**src/rtl/mdpx_buffer_ctrl.sv**
```systemverilog
// mdpx_buffer_ctrl
//   Steers a Medipix byte stream into a two-bank (ping-pong) write buffer.
//   Each bank holds 2**BANK_W bytes. A bank is marked full when its last
//   offset is written, or when capture is stopped with a partial bank. The
//   reader frees a bank with a one-cycle In_Release pulse. Bytes that arrive
//   while the writer waits for a free bank are dropped and flagged.
//
//   Optional feature macro: MDPX_DROP_CNT_EN
//     defined   -> Out_Drop_Cnt is a saturating 16-bit dropped-byte counter,
//                  cleared on In_Start
//     undefined -> Out_Drop_Cnt is tied to zero
//
// Ports
//   In_Clk        clock, rising edge
//   In_Reset      asynchronous active-high reset
//   In_Start      pulse: arm capture (honoured in IDLE only)
//   In_Stop       pulse: end capture, flush partial bank
//   In_Valid      input byte strobe
//   In_Data       input byte
//   In_Release    per-bank reader-done pulse
//   Out_Data      buffer write data     (registered)
//   Out_Addr      buffer write address  {bank, offset} (registered)
//   Out_Wen       buffer write enable   (registered)
//   Out_Bank_Full per-bank full flags
//   Out_Last_Len  byte count of the most recently completed bank
//   Out_Busy      high whenever not IDLE
//   Out_Overflow  sticky dropped-byte flag, cleared on In_Start
//   Out_Drop_Cnt  dropped-byte count
module mdpx_buffer_ctrl #(
  parameter int BANK_W = 9,
  parameter int DATA_W = 8
) (
  input  logic              In_Clk,
  input  logic              In_Reset,
  input  logic              In_Start,
  input  logic              In_Stop,
  input  logic              In_Valid,
  input  logic [DATA_W-1:0] In_Data,
  input  logic [1:0]        In_Release,
  output logic [DATA_W-1:0] Out_Data,
  output logic [BANK_W:0]   Out_Addr,
  output logic              Out_Wen,
  output logic [1:0]        Out_Bank_Full,
  output logic [BANK_W:0]   Out_Last_Len,
  output logic              Out_Busy,
  output logic              Out_Overflow,
  output logic [15:0]       Out_Drop_Cnt
);

  typedef enum logic [1:0] {IDLE, CAPTURE, WAIT_FREE} state_t;

  localparam logic [BANK_W:0] BANK_SIZE = {1'b1, {BANK_W{1'b0}}};

  state_t              state_q, state_d;
  logic                bank_q, bank_d;
  logic [BANK_W-1:0]   offset_q, offset_d;
  logic [DATA_W-1:0]   data_d;
  logic [BANK_W:0]     addr_d;
  logic                wen_d;
  logic [1:0]          full_d, set_mask;
  logic [BANK_W:0]     last_d;
  logic                ovf_d;
  logic [BANK_W:0]     flush_len;

  // Length of the partial bank including a byte accepted in the stop cycle.
  assign flush_len = {1'b0, offset_q} + (BANK_W+1)'(In_Valid);

  always_ff @(posedge In_Clk or posedge In_Reset) begin
    if (In_Reset) begin
      state_q       <= IDLE;
      bank_q        <= 1'b0;
      offset_q      <= '0;
      Out_Wen       <= 1'b0;
      Out_Addr      <= '0;
      Out_Data      <= '0;
      Out_Bank_Full <= 2'b00;
      Out_Last_Len  <= '0;
      Out_Overflow  <= 1'b0;
    end else begin
      state_q       <= state_d;
      bank_q        <= bank_d;
      offset_q      <= offset_d;
      Out_Wen       <= wen_d;
      Out_Addr      <= addr_d;
      Out_Data      <= data_d;
      Out_Bank_Full <= full_d;
      Out_Last_Len  <= last_d;
      Out_Overflow  <= ovf_d;
    end
  end

  always_comb begin
    state_d  = state_q;
    bank_d   = bank_q;
    offset_d = offset_q;
    wen_d    = 1'b0;
    addr_d   = Out_Addr;
    data_d   = Out_Data;
    last_d   = Out_Last_Len;
    ovf_d    = Out_Overflow;
    set_mask = 2'b00;

    unique case (state_q)
      IDLE: begin
        if (In_Start) begin
          offset_d = '0;
          ovf_d    = 1'b0;
          state_d  = Out_Bank_Full[bank_q] ? WAIT_FREE : CAPTURE;
        end
      end
      CAPTURE: begin
        if (In_Valid) begin
          wen_d    = 1'b1;
          addr_d   = {bank_q, offset_q};
          data_d   = In_Data;
          offset_d = offset_q + BANK_W'(1);
          if (offset_q == '1) begin
            set_mask[bank_q] = 1'b1;
            last_d           = BANK_SIZE;
            bank_d           = ~bank_q;
            state_d          = Out_Bank_Full[~bank_q] ? WAIT_FREE : CAPTURE;
          end
        end
        if (In_Stop) begin
          state_d = IDLE;
          // A stop coinciding with the final byte of a bank leaves nothing
          // to flush: that bank was already completed above.
          if (!(In_Valid && offset_q == '1) && flush_len != '0) begin
            set_mask[bank_q] = 1'b1;
            last_d           = flush_len;
            bank_d           = ~bank_q;
            offset_d         = '0;
          end
        end
      end
      WAIT_FREE: begin
        if (In_Valid) ovf_d = 1'b1;
        if (In_Stop) state_d = IDLE;
        else if (!Out_Bank_Full[bank_q]) state_d = CAPTURE;
      end
      default: state_d = IDLE;
    endcase

    // Set has priority over a simultaneous release of the same bank.
    full_d = (Out_Bank_Full & ~In_Release) | set_mask;
  end

  assign Out_Busy = (state_q != IDLE);

`ifdef MDPX_DROP_CNT_EN
  logic        drop_inc, drop_clr;
  logic [15:0] drop_q;

  assign drop_clr = (state_q == IDLE) && In_Start;
  assign drop_inc = (state_q == WAIT_FREE) && In_Valid;

  always_ff @(posedge In_Clk or posedge In_Reset) begin
    if (In_Reset)                      drop_q <= '0;
    else if (drop_clr)                 drop_q <= '0;
    else if (drop_inc && drop_q != '1) drop_q <= drop_q + 16'd1;
  end

  assign Out_Drop_Cnt = drop_q;
`else
  assign Out_Drop_Cnt = '0;
`endif

endmodule

```
**config.mk**
```make
export PLATFORM = sky130hd
export DESIGN_NAME = mdpx_buffer_ctrl
export DESIGN_NICKNAME = d
export VERILOG_FILES = /design/src/rtl/mdpx_buffer_ctrl.sv
export SDC_FILE = /design/constraint.sdc
export NUM_CORES = 1
export LEC_CHECK = 0
export CAP_MARGIN = 10
export CORE_ASPECT_RATIO = 1.2
export CORE_MARGIN = 4
export CORE_UTILIZATION = 53
export CTS_CLUSTER_DIAMETER = 50
export CTS_CLUSTER_SIZE = 10
export DETAILED_ROUTE_END_ITERATION = 7
export PLACE_DENSITY = 0.86
export SYNTH_ARGS = -nofsm -noshare
export SYNTH_HDL_FRONTEND = slang
export SYNTH_SLANG_ARGS = --single-unit
```
**constraint.sdc**
```tcl
create_clock -name In_Clk -period 3.87 [get_ports In_Clk]
set_input_delay 1.161 -clock In_Clk [delete_from_list [all_inputs] [get_ports In_Clk]]
set_output_delay 1.161 -clock In_Clk [all_outputs]
set_load 0.01 [all_outputs]
```
==> flow_metrics.py, run 1 <==
metrics = {
    "synth": {
        "synth_largest_area_cell": "dfrtp_1",
        "ys_top_cells_by_area": "dfrtp_1 44%, nand2_1 6.3%, buf_4 5.4%",
        "netlist_instances": 265,
        "ys_types": 45,
        "synth.top_cell.area_share_pct": 44.0,
        "syn_avg_cell_area_um2": 9.45,
        "syn-cell-area_mm2": 0.00250,
        "yosysWarnings": 0,
        "ys_ff_latch": 44,
        "synth_seq_area_share_pct": 44.0,
    },
    "route": {
        "wire_per_inst_um": 15.5,
        "via_per_inst": 5.71,
        "first_iter_violations": 121,
        "postRouteAntennaNets": 0,
        "vias": 2063,
        "wirelength_um": 5590,
        "drc": 0,
        "drt_first_pass_iters": 5,
    },
    "setup_path": {
        "worstPathArrival_ns": 3.55,
        "cp.required_ns": 4.05,
        "regToRegStartpoint": "offset_q[4]",
        "max_stage_delay_ns": 0.51,
        "r2r_slack_ns": 1.40,
        "cp-start-kind": "input port",
        "worstSetupEndpointType": "register",
        "crit_fanout": 14,
        "path_cells": "clkdlybuf4s50_1, ha_1, and4_1, nand4_1, o311a_2, a31oi_4, nor2_1, a221o_1",
        "rr_worst_depth": 9,
        "crit_slowest_cell": "clkdlybuf4s50_1",
        "r2r-end": "offset_q[4]",
        "setup.worst_path.class": "in -> reg",
    },
    "clocking": {
        "htreeDepth": 2,
        "cts_buffers": 5,
        "ctsResizeCount": 0,
        "cts_root_buffer": "clkbuf_8",
        "insertion_delay_ns": 0.29,
        "hold_buffers": 0,
        "cts_tree": "built",
        "cts_num_sinks": 44,
        "post_cts_buffers": 0,
        "clkTransAtPathRegs_ns": 0.08,
        "cts.path.max_buffers": 2,
    },
    "outcome": {
        "status": "complete, no violations",
    },
    "floorplanning": {
        "die_h_um": 83.3,
        "std_cell_rows": 27,
        "die_area_mm2": 0.00589,
        "core-area_mm2": 0.00459,
        "start_util_pct": 54.5,
        "die_w_um": 70.7,
        "boundaryPins": 64,
    },
    "finish": {
        "n_antenna_cell": 0,
        "fillers": 385,
        "layout.cells.non_filler": 361,
        "drive_gt1_share_pct": 9.90,
        "final_nets": 324,
        "areaGrowthSynthToFinish_pct": 20.9,
    },
    "sta": {
        "rsz0062_at_grt": "no",
        "fin_tns_setup_ns": 0,
        "worst_slew_pin_slew_ns": 0.550,
        "fmax_mhz": 296,
        "fin_skew_ns": 0.00111,
        "hold_viol": 0,
        "period_needed_ns": 3.37,
        "timing.slew.headroom_pct": 63.3,
        "slew_violations": 0,
        "setup_viol": 0,
        "post-route-period-util_pct": 87.2,
    },
    "place": {
        "portBuffers": 47,
        "dp_hpwl_um": 4100,
        "gp_congestion": 0.877,
        "dpl.cell_count": 354,
    },
    "global_route": {
        "grt_max_degree": 45,
        "first_global_vias": 2046,
        "grtUsageTotal_pct": 19.3,
        "antenna_found_initial": 0,
        "overflow": 0,
        "grt_pass1_wl_um": 9310,
    },
    "min_path": {
        "hold_class": "reg -> reg",
        "hold_start": "Out_Data[2]",
        "hold_path_depth": 2,
        "hold_end": "Out_Data[2]",
    },
    "power": {
        "power_leakage_nw": 1.40,
        "p_per_area_mw_per_mm2": 597,
        "ir_drop_mv": 0.350,
    },
    "flow_run": {
        "cap_violations": 0,
    },
}
cells by family after synthesis:
kind of cell | Yosys count | share of synthesized area [%]
multiplexers | 12 | 5.25
buffers and inverters | 41 | 10.2
adder cells (fa/ha/maj) | 6 | 3.00
other | 1 | 0.150
XOR/XNOR | 10 | 3.50
flip-flops | 44 | 44.0
AND/OR/NAND/NOR | 103 | 19.1
AO/OA/AOI/OAI | 48 | 14.7
power breakdown:
group	switching [mW]	internal, mW	total, mW
logic	0.387	0.348	0.735
clock network	0.149	0.254	0.403
registers	0.103	0.566	0.668
total	0.639	1.17	1.81
per-layer routing:
metal / wire length [µm] / GRT usage (%) / vias up
li1: - / - / 956
met1: 2230 / 22.5 / 990
met2: 2850 / 32.9 / 101
met3: 385 / 5.45 / 16
met4: 125 / 7.52 / 0
met5: 0 / 0 / -
state kept, by name (all words and copies together) (netlist names):
| name | count |
|---|---|
| Out_Addr | 10 |
| Out_Last_Len | 10 |
| offset_q | 9 |
| Out_Data | 8 |
| Out_Bank_Full | 2 |
| state_q | 2 |
| Out_Overflow | 1 |
| Out_Wen | 1 |
| bank_q | 1 |
worst max-delay path, delay by kind of cell:
| family | cells | cell delay [ns] |
|---|---|---|
| compound gates | 3 | 0.92 |
| fa+ha+maj | 1 | 0.25 |
| buf+inv | 1 | 0.51 |
| simple gates | 3 | 0.71 |
synth_stat cells, drive strengths merged:
library cell,number
clkbuf,9
a21o,1
and4,3
or3,2
o221ai,1
a221o,2
mux2,9
ha,6
a21oi,11
nand3b,1
or2,2
o311a,1
dfrtp,44
nand2,42
nand2b,1
a2bb2oi,1
o21ai,9
and2,2
nor3,5
xor2,3
o211ai,1
xnor2,7
buf,26
o22ai,1
nand4,5
a211o,1
nor2b,4
conb,1
a22o,11
and3,1
nand3,14
nor2,21
a31oi,2
a211oi,2
mux2i,3
o2bb2ai,1
o31ai,3
inv,6
cell type report:
class	count	area [µm²]	area share [%]
timing repair buffer	51	500	16.5
tap	58	72.6	2.40
clock buffer	5	68.8	2.27
sequential	44	1100	36.4
inverter	6	22.5	0.744
multi-input combinational	195	1200	39.7
clock inverter	2	60.1	1.98
stage by stage:
stage	cell area (µm²)	setup slack [ns]	utilization (%)	hold slack, ns	power (mW)
after floorplan	2560	1.06	-	0.514	1.12
after global placement	2900	0.373	63.1	0.457	1.38
after detailed placement	2900	0.221	63.1	0.468	1.41
after CTS	3030	0.536	65.9	0.487	1.81
after global routing	3030	0.351	65.9	0.519	1.92
final	3030	0.496	65.9	0.484	1.81
worst max-delay path by stage:
stage,startpoint,to,depth (start not counted)
after floorplan,In_Valid,Out_Last_Len[1],9
after global placement,In_Valid,offset_q[4],8
after detailed placement,In_Valid,offset_q[4],8
after CTS,In_Valid,offset_q[4],8
after global routing,In_Valid,offset_q[4],8
final,In_Valid,offset_q[4],8
layout by cell type, fill, tap and decap left out, types with 2 or more instances in the layout:
cell / instances
a21oi_1: 10
a221o_1: 2
a22o_1: 11
and4_1: 3
buf_4: 4
bufinv_16: 2
clkbuf_8: 5
clkdlybuf4s50_1: 47
conb_1: 16
dfrtp_1: 44
ha_1: 6
inv_1: 6
mux2_2: 9
mux2i_1: 3
nand2_1: 42
nand3_1: 14
nand4_1: 5
nor2_1: 21
nor2b_1: 4
nor3_1: 5
o21ai_0: 6
o21ai_1: 3
o31ai_1: 3
or2_2: 2
or3_1: 2
xnor2_1: 7
xor2_1: 3
No activity file was read; power rests on OpenSTA's default activity.
==> inputs of run 2 (changes only) <==
Settings changed: ABC_AREA set to 1, CORE_ASPECT_RATIO 1.2 to 1.4.
==> flow_metrics.py, run 2 <==
metrics = {
    "outcome": {
        "status": "complete, no violations",
    },
    "route": {
        "postRouteAntennaNets": 0,
        "vias": 2120,
        "drc": 0,
        "first_iter_violations": 123,
        "drt_first_pass_iters": 4,
        "wire_per_inst_um": 13.9,
        "via_per_inst": 5.06,
        "wirelength_um": 5810,
    },
    "place": {
        "dpl.cell_count": 412,
        "gp_congestion": 0.918,
        "portBuffers": 47,
        "dp_hpwl_um": 4380,
    },
    "flow_run": {
        "cap_violations": 0,
    },
    "synth": {
        "async_flop_share_pct": 100,
        "yosysMostFrequentCell": "nand2_1",
        "synth_top_flop_cell": "dfrtp_1",
        "synth_largest_area_cell": "dfrtp_1",
        "synthTopCellsByCount": "106 x nand2_1, 44 x dfrtp_1, 27 x inv_1",
        "synth_edf_count": 0,
        "netlist_instances": 306,
        "syn-cell-area_mm2": 0.00249,
        "ys_top_cells_by_area": "dfrtp_1 44%, nand2_1 16%, buf_4 4.8%",
        "syn_avg_cell_area_um2": 8.15,
        "synth.top_cell.area_share_pct": 44.2,
        "ys_ff_latch": 44,
        "yosysWarnings": 0,
        "ys_types": 28,
        "synth_seq_area_share_pct": 44.2,
    },
    "finish": {
        "fillers": 361,
        "areaGrowthSynthToFinish_pct": 24.7,
        "multi_input_area_mm2": 0.00120,
        "drive_gt1_share_pct": 10.9,
        "final_common_cell": "nand2_1",
        "finalCoreUtilization_pct": 68.6,
        "layout.cells.non_filler": 419,
        "layout_common_cells": "106 x nand2_1, 47 x clkdlybuf4s50_1, 44 x dfrtp_1",
        "reg.largest.list": "Out_Addr: 10 flops, Out_Last_Len: 10 flops, offset_q: 9 flops",
        "regArea_mm2": 0.00110,
        "n_antenna_cell": 0,
        "final_nets": 378,
    },
    "clocking": {
        "insertion_delay_ns": 0.29,
        "cts_root_buffer": "clkbuf_8",
        "htreeDepth": 2,
        "post_cts_buffers": 0,
        "cts.path.max_buffers": 2,
        "cts_tree": "built",
        "hold_buffers": 0,
        "clkTransAtPathRegs_ns": 0.08,
        "ctsResizeCount": 0,
        "cts_num_sinks": 44,
        "cts_buffers": 5,
    },
    "power": {
        "ir_drop_mv": 0.470,
        "p_per_area_mw_per_mm2": 641,
        "power_leakage_nw": 1.48,
        "power_mw": 1.99,
    },
    "min_path": {
        "hold_path_depth": 2,
        "hold_class": "reg -> reg",
        "hold_end": "Out_Data[5]",
        "hold_start": "Out_Data[5]",
    },
    "setup_path": {
        "regToRegStartpoint": "state_q[1]",
        "r2r_slack_ns": 1.72,
        "cp.required_ns": 4.07,
        "rr_worst_depth": 6,
        "worstPathArrival_ns": 3.12,
        "crit_fanout": 7,
        "setup.worst_path.class": "in -> reg",
        "r2r-end": "Out_Addr[0]",
        "cp-start-kind": "input port",
        "worstSetupEndpointType": "register",
    },
    "sta": {
        "setup_viol": 0,
        "slew_violations": 0,
        "worst_slew_pin_slew_ns": 1.00,
        "rsz0062_at_grt": "no",
        "fmax_mhz": 342,
        "post-route-period-util_pct": 75.6,
        "whs_ns": 0.478,
        "fin_tns_setup_ns": 0,
        "fin_skew_ns": 0.00509,
        "timing.slew.headroom_pct": 32.9,
        "hold_viol": 0,
        "period_needed_ns": 2.93,
    },
    "floorplanning": {
        "core-area_mm2": 0.00454,
        "start_util_pct": 55.0,
        "die_w_um": 66.0,
        "std_cell_rows": 29,
        "boundaryPins": 64,
        "die_area_mm2": 0.00588,
        "die_h_um": 89.2,
    },
    "global_route": {
        "first_global_vias": 2067,
        "antenna_found_initial": 0,
        "grt_pass1_wl_um": 9560,
        "grtUsageTotal_pct": 21.1,
        "overflow": 0,
        "grt_max_degree": 29,
    },
}
==> run 2: metal layers <==
| layer | global-route usage (%) | wire (µm) | vias up |
|---|---|---|---|
| li1 | - | - | 1044 |
| met1 | 25.5 | 2320 | 986 |
| met2 | 37.1 | 3000 | 75 |
| met3 | 3.14 | 317 | 15 |
| met4 | 9.61 | 165 | 0 |
| met5 | 0 | 0 | - |
==> run 2: cell type report <==
class / count / share of cell area [%]
inverters: 28 / 3.38
multi-input cells: 227 / 38.5
clock buffers: 5 / 2.21
repair buffers: 51 / 16.1
clock inverters: 2 / 1.93
flip-flops and latches: 44 / 35.4
well taps: 62 / 2.49
==> run 2: critical path, stage by stage <==
cell and delay (ns):
clkdlybuf4s50_1 0.55, ha_1 0.21, inv_1 0.07, nor2_2 0.20
nand3_1 0.11, nand2_1 0.12, nor2_2 0.07, nand3_4 0.12
nand3_4 0.14, nor2_4 0.19, nand2_1 0.08, nand2_1 0.07
inv_1 0.03
==> run 2: logic make-up (layout without fill, tap and decap cells) <==
group | after synthesis | after routing | share of synthesized area [%]
and+or+nand+nor | 160 | 160 | 29.7
buffers and inverters | 50 | 86 | 10.1
DFF | 44 | 44 | 44.2
AOI/OAI and AO/OA | 39 | 39 | 10.8
adders and majority gates | 6 | 6 | 3.01
xor gates and xnor gates | 6 | 6 | 2.11
other | 1 | 16 | 0.150
==> run 2: metrics by stage <==
step                cell area, µm²  worst slack [ns]
global route                  3110             0.747
finish                        3110             0.945
detailed placement            2980             0.653
CTS                           3110             0.969
global placement              2980             0.694
floorplan                     2550              1.46
==> run 2: worst max path at each step <==
stage | startpoint | endpoint | slack, ns | depth (start not counted)
after global routing | In_Valid | Out_Last_Len[9] | 0.75 | 13
after detailed placement | In_Valid | Out_Last_Len[9] | 0.65 | 13
after CTS | In_Valid | Out_Last_Len[9] | 0.97 | 13
after global placement | In_Valid | Out_Last_Len[9] | 0.69 | 13
after floorplan | In_Valid | Out_Last_Len[9] | 1.46 | 13
final | In_Valid | Out_Last_Len[9] | 0.94 | 13
==> run 2: power breakdown <==
group          switching (mW)  internal, mW
clock network           0.151         0.254
logic                   0.523         0.381
registers              0.0968         0.589
total                   0.770          1.22
==> inputs of run 3 (changes only) <==
Settings changed: CORE_UTILIZATION 53 to 44, PLACE_DENSITY 0.86 to 0.76.
Clock period 3.87 ns to 2.58 ns, I/O delays scaled along.
==> flow_metrics.py, run 3 (same netlist as run 2, synthesis figures left out) <==
metrics = {
    "floorplanning": {
        "start_util_pct": 45.1,
        "boundaryPins": 64,
        "die_area_mm2": 0.00695,
        "std_cell_rows": 32,
        "core-area_mm2": 0.00553,
        "die_w_um": 71.6,
        "die_h_um": 97.1,
    },
    "setup_path": {
        "path_cells": "nor2_1, inv_1, clkdlybuf4s50_1",
        "cp.required_ns": 1.81,
        "crit_fanout": 4,
        "worstSetupEndpointType": "output port",
        "path_buf_inv": 2,
        "crit_slowest_cell": "clkdlybuf4s50_1",
        "cp_top_family": "buffers and inverters",
        "max_stage_delay_ns": 0.48,
        "cp-start-kind": "register",
        "setup.worst_path.class": "reg -> out",
        "worstPathArrival_ns": 1.46,
    },
    "clocking": {
        "cts_root_buffer": "clkbuf_8",
        "cts.path.max_buffers": 2,
        "htreeDepth": 2,
        "insertion_delay_ns": 0.30,
        "clkTransAtPathRegs_ns": 0.08,
        "cts_num_sinks": 44,
        "hold_buffers": 0,
        "cts_buffers": 5,
        "cts_tree": "built",
    },
    "min_path": {
        "hold_class": "reg -> reg",
    },
    "sta": {
        "setup_viol": 0,
        "timing.slew.headroom_pct": 63.6,
        "slew_violations": 0,
        "fin_skew_ns": 0.00718,
        "worst_slack_ns": 0.349,
        "rsz0062_at_grt": "no",
        "fmax_mhz": 448,
        "hold_viol": 0,
        "worst_slew_pin_slew_ns": 0.545,
        "post-route-period-util_pct": 86.5,
        "whs_ns": 0.473,
        "fin_tns_setup_ns": 0,
        "period_needed_ns": 2.23,
    },
    "global_route": {
        "grtUsageTotal_pct": 17.7,
        "grt_max_degree": 45,
        "antenna_found_initial": 0,
        "overflow": 0,
        "grt_pass1_wl_um": 9820,
        "first_global_vias": 2120,
    },
    "route": {
        "vias": 2132,
        "drt_first_pass_iters": 4,
        "wirelength_um": 5710,
        "drc": 0,
        "postRouteAntennaNets": 0,
        "first_iter_violations": 129,
        "wire_per_inst_um": 13.2,
        "via_per_inst": 4.91,
    },
    "flow_run": {
        "cap_violations": 0,
    },
    "finish": {
        "drive_gt1_share_pct": 13.4,
        "reg.largest.list": "Out_Addr: 10 flops, Out_Last_Len: 10 flops, offset_q: 9 flops",
        "fillers": 516,
        "final_common_cell": "nand2_1",
        "layout.cells.non_filler": 434,
        "finalCoreUtilization_pct": 57.7,
        "n_antenna_cell": 0,
        "final_nets": 386,
        "areaGrowthSynthToFinish_pct": 27.9,
        "final_cell_area_mm2": 0.00319,
        "layout_common_cells": "106 x nand2_1, 46 x clkdlybuf4s50_1, 44 x dfrtp_1",
    },
    "power": {
        "ir_drop_mv": 0.680,
        "p_per_area_mw_per_mm2": 932,
        "power_mw": 2.97,
        "power_leakage_nw": 1.52,
    },
    "place": {
        "dpl.cell_count": 426,
        "place_ws_ns": -0.252,
        "portBuffers": 47,
        "postPlaceCellArea_mm2": 0.00306,
        "dp_hpwl_um": 4390,
        "gp_congestion": 0.906,
    },
    "outcome": {
        "status": "complete, no violations",
    },
}
-- run 3: cell types whose count changed in the layout (fill, tap and decap cells not counted) --
cell,change
buf_4,+7
o21ai_1,-1
clkinv_1,+1
clkdlybuf4s50_1,-1
inv_1,-1
bufinv_16,-1
o21ai_2,+1
buf_12,+1
clkbuf_8,+1
clkinv_4,+1
dlymetal6s2s_1,+1
-- run 3: final timing paths --
path                             start  cells past startpoint               to  slack, ns
setup / recovery            state_q[1]                      3         Out_Busy       0.35
min in group asynchronous     In_Reset                      3      Out_Addr[5]       0.80
hold reg to reg            Out_Data[6]                      2      Out_Data[6]       0.47
setup reg to reg           offset_q[2]                      7      offset_q[6]       0.49
max in group asynchronous     In_Reset                      3  Out_Last_Len[2]       1.55
hold / removal             Out_Data[6]                      2      Out_Data[6]       0.47
-- run 3: worst min-delay path, stage by stage, from the launching register on --
cell	delay (ns)
dfrtp_1	0.35
nand2_1	0.05
nand2_1	0.04
-- run 3: layout make-up --
class,instances,area (µm²),share of cell area [%]
Tap cell,68,85.1,2.67
Clock buffer,6,82.6,2.59
Clock inverter,2,38.8,1.22
Inverter,28,105,3.30
Sequential cell,44,1100,34.5
Timing Repair Buffer,59,576,18.0
Multi-Input combinational cell,227,1200,37.7
-- run 3: layer usage --
layer,up-vias,track usage [%],part of all wire (%)
li1,1060,-,-
met5,-,0,0
met4,0,8.68,2.5
met2,60,29.1,51
met1,1000,21.9,41
met3,12,3.31,5.7
-- run 3: repair_timing --
action                                 in CTS  in global routing
buffers inserted                            0                  0
endpoints found under the hold margin       0                  0
setup endpoints to repair                   0                 18
resized for setup                           0                  2
-- run 3: power breakdown --
| group | leakage [nW] | internal, mW | switching, mW |
|---|---|---|---|
| combinational | 0.880 | 0.602 | 0.785 |
| clock | 0.0614 | 0.317 | 0.242 |
| sequential | 0.582 | 0.884 | 0.143 |
| total | 1.52 | 1.80 | 1.17 |
